===== src/rtl/score_pkg.sv =====
// Shared types for the score counter: debounce states and BCD digit helpers.
package score_pkg;

    typedef enum logic [1:0] {
        IDLE,
        PRESS_WAIT,
        HELD,
        RELEASE_WAIT
    } deb_state_t;

    typedef logic [3:0] bcd_digit_t;

    localparam bcd_digit_t BCD_MAX = 4'd9;

    // One BCD digit plus the carry it produces into the next digit.
    typedef struct packed {
        logic       carry;
        bcd_digit_t digit;
    } bcd_step_t;

    // Add a carry-in to one BCD digit; 9 + 1 gives 0 with carry-out.
    function automatic bcd_step_t bcd_inc(input bcd_digit_t d, input logic cin);
        bcd_step_t r;
        r.carry = 1'b0;
        r.digit = d;
        if (cin) begin
            if (d >= BCD_MAX) begin
                r.digit = '0;
                r.carry = 1'b1;
            end else begin
                r.digit = d + 4'd1;
            end
        end
        return r;
    endfunction

endpackage


===== src/rtl/debounce_fsm.sv =====
// Button synchroniser plus debounce FSM; emits a one-cycle accept strobe
// on the edge where a press has been stable for DEB_CYCLES clocks.
module debounce_fsm
    import score_pkg::*;
#(
    parameter int unsigned DEB_CYCLES = 500_000
) (
    input  logic CLK,
    input  logic RST,
    input  logic PBTON,
    output logic o_press
);

    localparam int unsigned CW = (DEB_CYCLES > 1) ? $clog2(DEB_CYCLES) : 1;
    localparam logic [CW-1:0] CNT_LAST = CW'(DEB_CYCLES - 1);

    logic [1:0]    r_sync;
    deb_state_t    r_state;
    logic [CW-1:0] r_cnt;

    logic          w_btn_s;
    deb_state_t    w_state_nxt;
    logic [CW-1:0] w_cnt_nxt;

    assign w_btn_s = r_sync[1];

    // State, counter and synchroniser registers; reset parks the FSM in HELD
    // so a button held through reset is never counted.
    always_ff @(posedge CLK) begin
        if (RST) begin
            r_sync  <= '0;
            r_state <= HELD;
            r_cnt   <= '0;
        end else begin
            r_sync  <= {r_sync[0], PBTON};
            r_state <= w_state_nxt;
            r_cnt   <= w_cnt_nxt;
        end
    end

    // Next-state and accept strobe; the strobe depends only on registers,
    // so the top can capture it on the same edge the FSM enters HELD.
    always_comb begin
        w_state_nxt = r_state;
        w_cnt_nxt   = r_cnt;
        o_press     = 1'b0;
        case (r_state)
            IDLE: begin
                if (w_btn_s) begin
                    w_state_nxt = PRESS_WAIT;
                    w_cnt_nxt   = '0;
                end
            end
            PRESS_WAIT: begin
                if (!w_btn_s) begin
                    w_state_nxt = IDLE;
                end else if (r_cnt == CNT_LAST) begin
                    w_state_nxt = HELD;
                    o_press     = 1'b1;
                end else begin
                    w_cnt_nxt = r_cnt + 1'b1;
                end
            end
            HELD: begin
                if (!w_btn_s) begin
                    w_state_nxt = RELEASE_WAIT;
                    w_cnt_nxt   = '0;
                end
            end
            RELEASE_WAIT: begin
                if (w_btn_s) begin
                    w_state_nxt = HELD;
                end else if (r_cnt == CNT_LAST) begin
                    w_state_nxt = IDLE;
                end else begin
                    w_cnt_nxt = r_cnt + 1'b1;
                end
            end
            default: w_state_nxt = HELD;
        endcase
    end

endmodule


===== src/rtl/score_bcd_counter.sv =====
// Debounced push-button feeding a 3-digit BCD score (000..999) for the
// seven-segment painters; optional wrap with ROLL pulse, otherwise saturate.
module score_bcd_counter
    import score_pkg::*;
#(
    parameter int unsigned FPGAFREQ    = 50_000_000,
    parameter int unsigned DEBOUNCE_MS = 10,
    parameter int unsigned DEB_CYCLES  = FPGAFREQ / 1000 * DEBOUNCE_MS,
    parameter bit          WRAP        = 1'b1
) (
    input  logic       CLK,
    input  logic       RST,
    input  logic       PBTON,
    input  logic       CLR,
    output logic [3:0] units,
    output logic [3:0] tens,
    output logic [3:0] hundreds,
    output logic       PRESS,
    output logic       ROLL
);

    logic      w_accept;
    bcd_step_t w_u;
    bcd_step_t w_t;
    bcd_step_t w_h;
    logic      w_top_carry;

    debounce_fsm #(
        .DEB_CYCLES(DEB_CYCLES)
    ) u_debounce (
        .CLK    (CLK),
        .RST    (RST),
        .PBTON  (PBTON),
        .o_press(w_accept)
    );

    // Ripple carry through the three digits; a carry out of hundreds means 999.
    always_comb begin
        w_u         = bcd_inc(units, 1'b1);
        w_t         = bcd_inc(tens, w_u.carry);
        w_h         = bcd_inc(hundreds, w_t.carry);
        w_top_carry = w_h.carry;
    end

    // Registered score and pulses; CLR beats an accepted press on the same edge
    // but PRESS still reports the press.
    always_ff @(posedge CLK) begin
        if (RST) begin
            units    <= '0;
            tens     <= '0;
            hundreds <= '0;
            PRESS    <= 1'b0;
            ROLL     <= 1'b0;
        end else begin
            PRESS <= w_accept;
            ROLL  <= 1'b0;
            if (CLR) begin
                units    <= '0;
                tens     <= '0;
                hundreds <= '0;
            end else if (w_accept) begin
                if (!w_top_carry || WRAP) begin
                    units    <= w_u.digit;
                    tens     <= w_t.digit;
                    hundreds <= w_h.digit;
                    ROLL     <= w_top_carry;
                end
            end
        end
    end

endmodule


===== config.mk =====
export PLATFORM = sky130hd
export DESIGN_NAME = score_bcd_counter
export DESIGN_NICKNAME = d
export VERILOG_FILES = /design/src/rtl/score_pkg.sv /design/src/rtl/debounce_fsm.sv /design/src/rtl/score_bcd_counter.sv
export SDC_FILE = /design/constraint.sdc
export NUM_CORES = 1
export LEC_CHECK = 0
export CORE_ASPECT_RATIO = 0.75
export CORE_UTILIZATION = 35
export DETAILED_ROUTE_END_ITERATION = 6
export SYNTH_ARGS = -nofsm -noshare
export SYNTH_HDL_FRONTEND = slang
export SYNTH_SLANG_ARGS = --single-unit

===== constraint.sdc =====
create_clock -name CLK -period 2.4 [get_ports CLK]
set_clock_uncertainty 0.15 [all_clocks]
set_input_delay 0.36 -clock CLK [delete_from_list [all_inputs] [get_ports CLK]]
set_output_delay 0.36 -clock CLK [all_outputs]
set_load 0.01 [all_outputs]

==> results by group <==
Logic synthesis
  – YS warnings: 0
  – EDFF count, synth: 0
  – Top_reg_cell synth: dfxtp_1
  – Register area share after synthesis: 0.389
  – Fraction of the mapped netlist area in compound gates: 0.142
  – Syn_area_per_cell: 8.73 um2
  – Syn nets: 232
  – Xor and xnor area share after synthesis: 0.0460
  – Simple logic cell fraction of the synthesized area: 0.289
  – Cells after synthesis: about 220
  – Post-synthesis mux area share: 0.0276
  – Post-synth cell types: 47
  – #FFs+latches synth: 37
  – Main combinational cell family by area after synthesis: simple AND/OR/NAND/NOR gates
  – Cell Area, Synth: 0.00190 mm2
  – Post-synth ARST share: 0
  – Adder-cell share of the synthesized area: 0.0657

Status
  – Status: finished clean

Power
  – Final total power: around 1.1 mW
  – Leak Pwr: 0.809 nW
  – P_sw: 262 uW
  – Sw Ratio: 0.238
  – VDD IR max: around 0.27 mV
  – Combinational Power Share: 0.042
  – Clock network power share: 0.393
  – Power per cell area: 472 mW/mm2
  – Int Pwr: 838 uW
  – Sequential Power Share: 0.566

Clock tree
  – Clock transition at the registers of the reported paths: 0.08 ns
  – Root Buffer Master: clkbuf_8
  – Worst skew pair latency: ~0.29 ns
  – Clk buf depth: 2
  – CTS tree: done
  – CTS H-tree depth: 2
  – Clock sinks: 37
  – CTS Buf Count: 5

Final layout
  – Share of cells above drive strength 1: 0.151
  – Antenna cells: 0
  – Most common cell after layout, fill and taps aside: dfxtp_1
  – Fill count: between 500 and 600
  – Most frequent cells in the layout: dfxtp_1, nor2_1, nand2_1
  – Non-filler cells in the finished layout: 323
  – Final Util: 0.460
  – Area growth, synth to finish: 22.4%
  – Nets@finish: 264

Detailed routing
  – Initial drt markers: 89
  – Routed Antenna Nets: 0
  – Via count: 1609
  – WL/cell: 12.5 um
  – Final WL: 4.02 mm
  – Vias per cell: 4.98
  – DRC errors left: 0
  – DRT Pass-1 Iters: 4

Global routing
  – GRT Residual Overflow: 0
  – First-pass GRT wire length: 6.76 mm
  – Vias in the first global route: ~1500
  – GRT Util Overall: 0.151
  – Largest net degree at the start of global routing: 14
  – Initial antenna violation count: 0

Place
  – GPL Wtd Cong: approximately 0.84
  – DP Wirelength: 2.96 mm
  – Placed Cells: 312
  – Port-buffer cells: 17

STA
  – Tmin final: 2.24 ns
  – Final Max Tran Viols: 0
  – RSZ-0062 raised after global routing: false
  – Total negative slack: 0 ns
  – Final period utilization: 0.935
  – Final hold viol count: 0
  – Fmax: 0.446 GHz
  – Worst slew margin: 0.643
  – Setup-failing EPs final: 0
  – Slew @ Worst Pin: 0.535 ns
  – Hold slack: 0.295 ns

Floorplanning
  – FP Rows: 22
  – Core Area: 0.00506 mm2
  – Die area: approximately 0.0057 mm2
  – Die width: 87.1 um
  – Initial Util: 0.376
  – I/O Pins: 18
  – Die height: between 60 and 70 um

Worst setup path
  – CP Capture Type: flip-flop
  – Startpoint types: flip-flop
  – Crit path arrival time: between 2 and 2.5 ns
  – Critical Path RT: ~2.5 ns
  – Critical-path maximum fanout: 9
  – CP Class: reg -> reg

Hold path
  – Hold crit path type: reg -> reg

Run
  – Max cap viols: 0
worst paths after layout:
check / startpoint / endpoint / slack, ns / cells past startpoint
max reg2reg: u_debounce.r_cnt[0] / u_debounce.r_cnt[13] / 0.16 / 7
min: u_debounce.r_sync[0] / u_debounce.r_sync[1] / 0.29 / 1
min reg2reg: u_debounce.r_sync[0] / u_debounce.r_sync[1] / 0.29 / 1
max: u_debounce.r_cnt[0] / u_debounce.r_cnt[13] / 0.16 / 7
flip-flops by register name, indices dropped and copies added (netlist names), named ones only:
register	cells
units	4
ROLL	1
tens	4
hundreds	4
PRESS	1
u_debounce.r_sync	2
u_debounce.r_cnt	19
u_debounce.r_state	1
stage by stage:
stage	area (um2)	setup slack, ns
2_1_floorplan	1900	0.216
3_3_place_gp	2210	0.116
3_5_place_dp	2210	0.0917
4_1_cts	2300	0.0444
5_1_grt	2330	0.00378
6_report	2330	0.157
synth_stat cells (2+ instances only):
cell / n / area share
ha_1: 10 / 0.066
a22o_1: 3 / 0.014
o31ai_1: 5 / 0.020
nor2b_1: 2 / 0.0066
mux2i_1: 3 / 0.016
and4_1: 2 / 0.0092
nand3_1: 11 / 0.029
nor3_1: 7 / 0.018
clkbuf_1: 3 / 0.0059
or4_1: 5 / 0.020
nand3b_1: 2 / 0.0079
nand4_1: 6 / 0.020
nand2_1: 19 / 0.037
nor2_1: 24 / 0.047
dfxtp_1: 37 / 0.39
nor4_1: 4 / 0.013
nand4b_1: 2 / 0.0092
a21oi_1: 9 / 0.024
xnor2_1: 7 / 0.032
mux2_2: 2 / 0.012
a31oi_1: 8 / 0.026
nand2b_1: 4 / 0.013
xor2_1: 3 / 0.014
inv_1: 11 / 0.022
o211ai_1: 4 / 0.016
or2_2: 4 / 0.013
cells by family after synthesis:
logic type      count (synthesis)
fa+ha+maj                      10
compound gates                 38
mux                             5
xor+xnor                       10
buf+inv                        17
flops                          37
simple gates                  101
what timing repair did:
action,in CTS,in global routing
setup endpoints to repair,0,8
gates resized for setup,0,2
hold buffers,0,0
buffers inserted,0,3
cell type report:
type | instances | area, um2 | area share
clock buffers | 5 | 68.8 | 0.0296
repair buffers | 31 | 275 | 0.118
clock inverters | 3 | 17.5 | 0.00752
flip-flops and latches | 37 | 741 | 0.318
inverters | 11 | 41.3 | 0.0177
multi-input cells | 164 | 1090 | 0.470
well taps | 72 | 90.1 | 0.0387
power by group through the flow:
stage          sequential (mW)  clock (mW)  combinational, mW
2_1_floorplan            0.636           0             0.0284
3_3_place_gp             0.637           0             0.0425
3_5_place_dp             0.637           0             0.0428
4_1_cts                  0.622       0.445             0.0430
5_1_grt                  0.623       0.472             0.0509
6_report                 0.622       0.432             0.0459
critical path, stage by stage, from the launching register on:
cell     delay (ns)
dfxtp_1        0.35
ha_1           0.25
and4_1         0.26
nand3_1        0.21
o21ai_4        0.14
buf_4          0.16
or4_1          0.51
a21oi_1        0.15
layer usage:
metal,GRT usage,vias to the layer above,share of wire
met5,0,-,0
met4,0.0492,0,0.011
met3,0.0387,5,0.033
met2,0.225,25,0.39
met1,0.212,729,0.56
li1,-,850,-
(Power assumes the default switching activity.)
